File: src/rtl/fp_add_arb_pkg.sv
// Shared types and constants for the arbitrated fixed-point adder.
package fp_add_arb_pkg;

  // Output register occupancy.
  typedef enum logic [0:0] {
    ST_EMPTY = 1'b0,
    ST_FULL  = 1'b1
  } res_state_e;

  localparam int                   OVF_CNT_W   = 8;
  localparam logic [OVF_CNT_W-1:0] OVF_CNT_MAX = '1;

  function automatic int max_int(input int x, input int y);
    return (x > y) ? x : y;
  endfunction

endpackage

File: src/rtl/fp_add.sv
// Combinational signed fixed-point adder: aligns Q(N1.M1) and Q(N2.M2)
// operands onto a common Q(max N . max M) grid and adds with wraparound.
module fp_add
  import fp_add_arb_pkg::*;
#(
  parameter  int N1 = 4,
  parameter  int M1 = 12,
  parameter  int N2 = 6,
  parameter  int M2 = 10,
  localparam int MM = max_int(M1, M2),
  localparam int W  = max_int(N1, N2) + MM
) (
  input  logic [N1+M1-1:0] a,
  input  logic [N2+M2-1:0] b,
  output logic [W-1:0]     sum,
  output logic             ovf
);

  logic [W-1:0] a_al;
  logic [W-1:0] b_al;

  // Sign-extend first so the fraction shift never drops significant bits.
  assign a_al = W'($signed(a)) << (MM - M1);
  assign b_al = W'($signed(b)) << (MM - M2);
  assign sum  = a_al + b_al;
  assign ovf  = (a_al[W-1] == b_al[W-1]) && (sum[W-1] != a_al[W-1]);

endmodule

File: src/rtl/fp_add_arb.sv
// Two-requester round-robin front end sharing one fp_add, with a single
// result register and a saturating overflow counter.
//
// state    | meaning
// ---------+-------------------------------------------
// ST_EMPTY | result register empty, res_valid = 0
// ST_FULL  | result register holds a result, res_valid = 1
module fp_add_arb
  import fp_add_arb_pkg::*;
#(
  parameter  int N1 = 4,
  parameter  int M1 = 12,
  parameter  int N2 = 6,
  parameter  int M2 = 10,
  localparam int W  = max_int(N1, N2) + max_int(M1, M2)
) (
  input  logic                 clk,
  input  logic                 rst,
  input  logic                 req0_valid,
  output logic                 req0_ready,
  input  logic [N1+M1-1:0]     req0_a,
  input  logic [N2+M2-1:0]     req0_b,
  input  logic                 req1_valid,
  output logic                 req1_ready,
  input  logic [N1+M1-1:0]     req1_a,
  input  logic [N2+M2-1:0]     req1_b,
  output logic                 res_valid,
  input  logic                 res_ready,
  output logic [W-1:0]         res_data,
  output logic                 res_ovf,
  output logic                 res_id,
  output logic [OVF_CNT_W-1:0] ovf_count
);

  localparam logic [0:0] S_EMPTY = ST_EMPTY;
  localparam logic [0:0] S_FULL  = ST_FULL;

  logic [0:0]       state;
  logic             last_id;
  logic             grant;
  logic             can_accept;
  logic             accept;
  logic [N1+M1-1:0] op_a;
  logic [N2+M2-1:0] op_b;
  logic [W-1:0]     sum;
  logic             ovf;

  // Round-robin grant: a lone requester wins; on a tie the one not served last wins.
  always_comb begin
    grant = 1'b0;
    if (req0_valid && req1_valid) begin
      grant = ~last_id;
    end else if (req1_valid) begin
      grant = 1'b1;
    end
  end

  assign can_accept = !rst && ((state == S_EMPTY) || res_ready);
  assign req0_ready = can_accept && !grant;
  assign req1_ready = can_accept && grant;
  assign accept     = (req0_valid && req0_ready) || (req1_valid && req1_ready);
  assign op_a       = grant ? req1_a : req0_a;
  assign op_b       = grant ? req1_b : req0_b;
  assign res_valid  = (state == S_FULL);

  fp_add #(
    .N1(N1),
    .M1(M1),
    .N2(N2),
    .M2(M2)
  ) u_fp_add (
    .a  (op_a),
    .b  (op_b),
    .sum(sum),
    .ovf(ovf)
  );

  // Result register, occupancy FSM, round-robin pointer and overflow counter.
  // last_id resets to 1 so requester 0 wins the first tie.
  always_ff @(posedge clk) begin
    if (rst) begin
      state     <= S_EMPTY;
      res_data  <= '0;
      res_ovf   <= 1'b0;
      res_id    <= 1'b0;
      last_id   <= 1'b1;
      ovf_count <= '0;
    end else if (accept) begin
      state    <= S_FULL;
      res_data <= sum;
      res_ovf  <= ovf;
      res_id   <= grant;
      last_id  <= grant;
      if (ovf && (ovf_count != OVF_CNT_MAX)) begin
        ovf_count <= ovf_count + OVF_CNT_W'(1);
      end
    end else if ((state == S_FULL) && res_ready) begin
      state <= S_EMPTY;
    end
  end

endmodule

File: config.mk
export PLATFORM = sky130hd
export DESIGN_NAME = fp_add_arb
export DESIGN_NICKNAME = d
export VERILOG_FILES = /design/src/rtl/fp_add_arb_pkg.sv /design/src/rtl/fp_add.sv /design/src/rtl/fp_add_arb.sv
export SDC_FILE = /design/constraint.sdc
export NUM_CORES = 1
export LEC_CHECK = 0
export ABC_CLOCK_PERIOD_IN_PS = 4000
export CORE_MARGIN = 5
export CORE_UTILIZATION = 40
export CTS_BUF_LIST = sky130_fd_sc_hd__clkbuf_16
export CTS_CLUSTER_SIZE = 25
export DETAILED_ROUTE_END_ITERATION = 16
export PLACE_DENSITY = 0.87
export SYNTH_ARGS = -nofsm -noshare
export SYNTH_HDL_FRONTEND = slang
export SYNTH_HIERARCHICAL = 1
export SYNTH_SLANG_ARGS = --single-unit
File: constraint.sdc
create_clock -name clk -period 4 [get_ports clk]
set_input_delay 0.8 -clock clk [delete_from_list [all_inputs] [get_ports clk]]
set_output_delay 0.8 -clock clk [all_outputs]
set_load 0.005 [all_outputs]
* Word level (Yosys, flattened, before mapping)
Cells that the tools add are included. Widths: inputs -> output; s select.
Cells by class: eq/ne operators 3, reduce and logical (&&, ||, !) cells 15, multiplexer cells 6, add/sub/neg operators 2, bitwise gates (word level) 2
Operator list (count):
- $mux 16 | 2
- $add 18x18->18 | 1
- $logic_and 1x1->1 | 9
- $add 8x1->8 const B | 1
- $ne 8x8->1 const B | 1
- $mux 1 | 4
- $logic_not 1->1 | 2
- $logic_or 1x1->1 | 2
- $not 1->1 | 2
- $reduce_and 2->1 | 1
- $reduce_bool 2->1 | 1
- $eq 1x1->1 | 1
- $ne 1x1->1 | 1
Storage, ports and cells: register bits 30, logic and storage cells 34, output and inout bits 31, bits of input ports 69

* Depth between registers and ports, before layout
Gate-level depths: netlist of the first run.
depth in word-level cells 8, mapped depth 15, mapped depth without buffers 12

* Modules after synthesis
Netlist of the first run, hierarchy kept.
By module, submodules not included:
- fp_add_arb | instances 1, area each 1659.1 sq um, cells an instance 158, seq. area each 600.6 sq um
- fp_add | instances 1, area each 809.5 sq um, cells an instance 110, seq. area each 0.0 sq um

* Least setup slack after synthesis of the first run
Ideal clock, no wire load.
kind input -> register, start input req0_valid, end register ovf_count[6], stages 14, path slack 0.164 ns, buffers on the path 2, arrival time 3.701 ns, required time 3.865 ns, path through nand2_1 nand2_1 buf_2 mux2_2 ha_1 a21o_1 a31o_2 o31ai_2 nand2_1 o22ai_2 o2111ai_4 buf_2 o311ai_0 o41ai_1
Between the ends: longest elaborated chain between the ends 8
Ends and longest elaborated chain:
- start, declared | line fp_add_arb.sv:19 | input logic req0_valid,
- $logic_and 1x1->1 | line fp_add_arb.sv:51 | if (req0_valid && req1_valid) begin
- $mux 1 | line fp_add_arb.sv:51
- $mux 16 | line fp_add_arb.sv:62 | assign op_a = grant ? req1_a : req0_a;
- net op_a[6] | line fp_add_arb.sv:43 | logic [N1+M1-1:0] op_a;
- $add 18x18->18 | line fp_add.sv:25 | assign sum = a_al + b_al;
- $ne 1x1->1 | line fp_add.sv:26 | assign ovf = (a_al[W-1] == b_al[W-1]) && (sum[W-1] != a_al[W-1]);
- $logic_and 1x1->1 | line fp_add.sv:26
- net ovf | line fp_add_arb.sv:46 | logic ovf;
- $logic_and 1x1->1 | line fp_add_arb.sv:94 | if (ovf && (ovf_count != OVF_CNT_MAX)) begin
- $reduce_and 2->1 (no line)
- end signal, assigned | line fp_add_arb.sv:95 | ovf_count <= ovf_count + OVF_CNT_W'(1);
- end, declared | line fp_add_arb.sv:32 | output logic [OVF_CNT_W-1:0] ovf_count
The timed path passes the listed nets, and every way through them passes these cells. A chain may end at the register's enable or synchronous reset.

* Worst setup path in the final report of the first run
start input req0_valid, end register ovf_count[1]
Between the ends: longest elaborated chain between the ends 8
Ends and longest elaborated chain:
- $logic_and 1x1->1 | line fp_add_arb.sv:51
- $mux 1 | line fp_add_arb.sv:51
- $mux 16 | line fp_add_arb.sv:63 | assign op_b = grant ? req1_b : req0_b;
- net op_b[13] | line fp_add_arb.sv:44 | logic [N2+M2-1:0] op_b;
- $add 18x18->18 | line fp_add.sv:25
- $ne 1x1->1 | line fp_add.sv:26
- $logic_and 1x1->1 | line fp_add.sv:26
- net ovf | line fp_add_arb.sv:46
- $logic_and 1x1->1 | line fp_add_arb.sv:94
- $reduce_and 2->1 (no line)
The timed path passes the listed nets, and every way through them passes these cells.

==> key figures, run 1 <==
Run status
  • Status: complete, no violations

Place
  • Post-DP HPWL: 6060 microns
  • Dpl ws: -0.391 ns
  • Gpl congestion: 0.878
  • Number of port buffers: 99

Critical path
  • Critical Path Sink: ovf_count[1]$_SDFFE_PP0P_
  • Data required, critical path: 4.21 ns
  • Crit path largest cell delay: 0.43 ns
  • Crit-path cells: clkdlybuf4s15_1, nand2_2, nand2_4, bufbuf_16, mux2_2, ha_1, nand4_1, a2111oi_4, o31ai_4, a21o_1, o22ai_2, o2111ai_4, buf_6, or3b_2, a21oi_1
  • Worst Path Max Fanout: 6
  • Kind of critical path: input port to flop
  • Worst R2R End: ovf_count[1]$_SDFFE_PP0P_
  • Crit. End Element: flop
  • CP startpoint: req0_valid
  • CP max stage cell: or3b_2
  • Worst r2r path cells: 14
  • Reg-to-reg startpoint: last_id$_SDFFE_PP1P_
  • Crit path buf inv count: 3
  • CP Launch Type: input port
  • Crit. path cell count: 15
  • Family with the most delay on the worst path: compound AO/OA/AOI/OAI gates
  • R2R Setup Slk: 0.43 ns
  • Crit path arrival time: 4.14 ns

STA
  • Final Max Tran Viols: 0
  • RSZ-0062 raised after global routing: false
  • Hold Violations, Final: 0
  • Hold_ws: 0.491 ns
  • Fin crit share: 98.2%
  • Slew HR: 65.8%
  • Final Critical Period: 3.93 ns
  • Worst setup margin: 0.0729 ns
  • Slew @ Worst Pin: 0.511 ns
  • Achievable Freq: 0.255 GHz
  • Setup-failing EPs final: 0
  • Fin Clk Skew: 0.00507 ns

Clocking
  • CTS sink count: 30
  • CTS buffer count: 5
  • CTS root buf: clkbuf_16
  • CTS tree: yes
  • CTS clock-pin slew for the worst setup and hold paths: 0.05 ns
  • H-tree levels: 2
  • Clock Latency Late Sink: 0.28 ns
  • Clock Tree Buf Depth: 2

Synthesis
  • Mapped Cells: 268
  • Synth Cell Area: 0.00247 sq mm
  • Area contributors post-synth: dfxtp_1, mux2_2, ha_1
  • Syn_nets: 354
  • Syn. warnings: 6
  • Synth async-reset ratio: 0%
  • Ys flop type: dfxtp_1
  • Number of flops mapped to enable cells by yosys: 0
  • Syn_area_per_cell: 9.21 sq um
  • Unique masters post-synth: 44
  • Area share of the largest cell type after synthesis: 24.3%
  • Sequential area share after synthesis: 24.3%
  • Area leader, netlist: dfxtp_1
  • Flops & latches, synth: 30

Global route
  • First-pass GRT wire length: 13600 microns
  • Vias in the first global route: 2961
  • Total global routing overflow: 0
  • Largest net degree at the start of global routing: 27
  • Antenna violations before repair: 0
  • GRT Total Usage: 22.5%

Cells and area
  • # fillers: 413
  • Diodes inserted: 0
  • Most frequent cells in the layout: clkdlybuf4s50_1, buf_4, mux2_2
  • Commonest non-fill, non-tap cell in the layout: clkdlybuf4s50_1
  • Final #Nets: 508
  • Layout area overhead: 73.7%
  • Layout cell share with drive strength beyond 1: 32.9%

Routing
  • Final wirelength: 8820 microns
  • Post-DR vias/cell: 5.61
  • Drt wl/cell: 17.7 microns
  • DRT antenna net count: 0
  • Met1 wire length: 3210 microns
  • DR DRC count: 0
  • First-pass detailed-route iteration total: 5
  • Via Count: 2796
  • Initial DRC count: 119
  • DR WL met2: 4430 microns
  • Top sig layer: met4
  • Detail Route met3 WL: 727 microns

Pwr
  • Pleak: 0.00176 uW
  • VDD IR max: 0.262 mV
  • Pwr Density: 330 mW/mm^2

Min path
  • HP Class: flop to flop

Floorplan
  • Die X-Extent: 88.6 microns
  • # rows: 28
  • Initial Utilization: 41.4%
  • Die Y: 88.6 microns
  • Core ar.: 0.00596 sq mm
  • DIE AREA: 0.00784 sq mm
  • I/O Pins: 100

Run
  • Max-Cap Viols: 0
-- report_power, final --
| part | total (uW) | internal, uW | switching [uW] |
|---|---|---|---|
| logic | 694 | 413 | 280 |
| clock network | 351 | 224 | 127 |
| registers | 370 | 345 | 25.5 |
| total | 1410 | 982 | 433 |
-- flip-flops by register name (all words and copies together), names as in the netlist --
name and count:
ovf_count 8, res_id 1, res_data 18, res_valid 1
last_id 1, res_ovf 1
-- kinds of logic (layout without fill, tap and decap cells) --
logic type / after synthesis / after routing / synth area share [%]
DFF: 30 / 30 / 24.3
buffers and inverters: 21 / 176 / 4.66
xor gates and xnor gates: 14 / 14 / 4.97
AOI/OAI and AO/OA: 59 / 59 / 18.2
and+or+nand+nor: 77 / 77 / 16.1
adders and majority gates: 17 / 17 / 8.92
muxes: 50 / 50 / 22.8
-- cell type report --
type                            instances  area [sq um]  area share [%]
Sequential cell                        30           601            14.0
Clock buffer                            5           125            2.92
Timing Repair Buffer                  159          1520            35.5
Clock inverter                          3          12.5           0.292
Tap cell                               75          93.8            2.19
Inverter                                9          46.3            1.08
Multi-Input combinational cell        217          1890            44.0
-- stage by stage --
step                utilization (%)  area [sq um]  setup TNS [ns]  instances  total power (uW)
finish                         72.0          4290               0        498              1410
global route                   72.0          4290               0        498              1490
CTS                            71.8          4280               0        498              1400
detailed placement             65.3          3890           -3.10        482               991
global placement               65.3          3890           -1.68        482               968
floorplan                         -          2470               0        268               678
-- synthesized netlist by cell type, types with 2 or more instances --
library cell,number
mux2_2,50
dfxtp_1,30
nor2b_1,19
nand2_1,18
a21oi_1,17
ha_1,16
nor2_1,13
xnor2_1,9
inv_1,8
nand3_1,8
buf_2,7
o21ai_0,7
a21o_1,6
and2_1,5
o311ai_0,5
xor2_1,5
nand4_1,4
o31ai_1,4
o21a_1,3
a211oi_1,2
and3_1,2
buf_4,2
clkbuf_1,2
nor3_1,2
o221ai_1,2
o41ai_1,2
or3_1,2
or4_1,2
-- what timing repair did --
action | in CTS | in global routing
hold buffers | 0 | 0
buffers inserted | 6 | 0
gates resized for setup | 26 | 4
gates cloned | 2 | 0
setup endpoints to repair | 6 | 6
pin swaps | 7 | 0
-- worst reg2reg max path: cells and delay by family (launching register included) --
family	cells	cell delay, ns
AO/OA/AOI/OAI	6	1.17
AND/OR/NAND/NOR	4	0.85
buffers and inverters	2	0.47
flip-flops	1	0.39
multiplexers	1	0.34
adder cells (fa/ha/maj)	1	0.29
-- layer usage --
layer  global-route usage (%)  vias to the layer above
li1                         -                     1292
met1                     23.5                     1295
met2                     40.8                      162
met3                     5.21                       47
met4                     13.3                        0
met5                        0                        -
-- how the worst min path moves through the flow --
stage                                     from              endpoint  slack [ns]  depth (start not counted)
after floorplan           res_ovf$_SDFFE_PP0P_  res_ovf$_SDFFE_PP0P_        0.47                          2
after global placement     res_id$_SDFFE_PP0P_   res_id$_SDFFE_PP0P_        0.47                          2
after detailed placement   res_id$_SDFFE_PP0P_   res_id$_SDFFE_PP0P_        0.47                          2
after CTS                  res_id$_SDFFE_PP0P_   res_id$_SDFFE_PP0P_        0.49                          2
after global routing       res_id$_SDFFE_PP0P_   res_id$_SDFFE_PP0P_        0.52                          2
final                      res_id$_SDFFE_PP0P_   res_id$_SDFFE_PP0P_        0.49                          2
No activity file was read; power rests on OpenSTA's default activity.
==> run 2, diff against run 1 <==
Settings changed: CTS_CLUSTER_SIZE 25 to 30.
==> results of run 2 <==
Same layout as run 1: the final DEF is identical, and so are final timing and power.
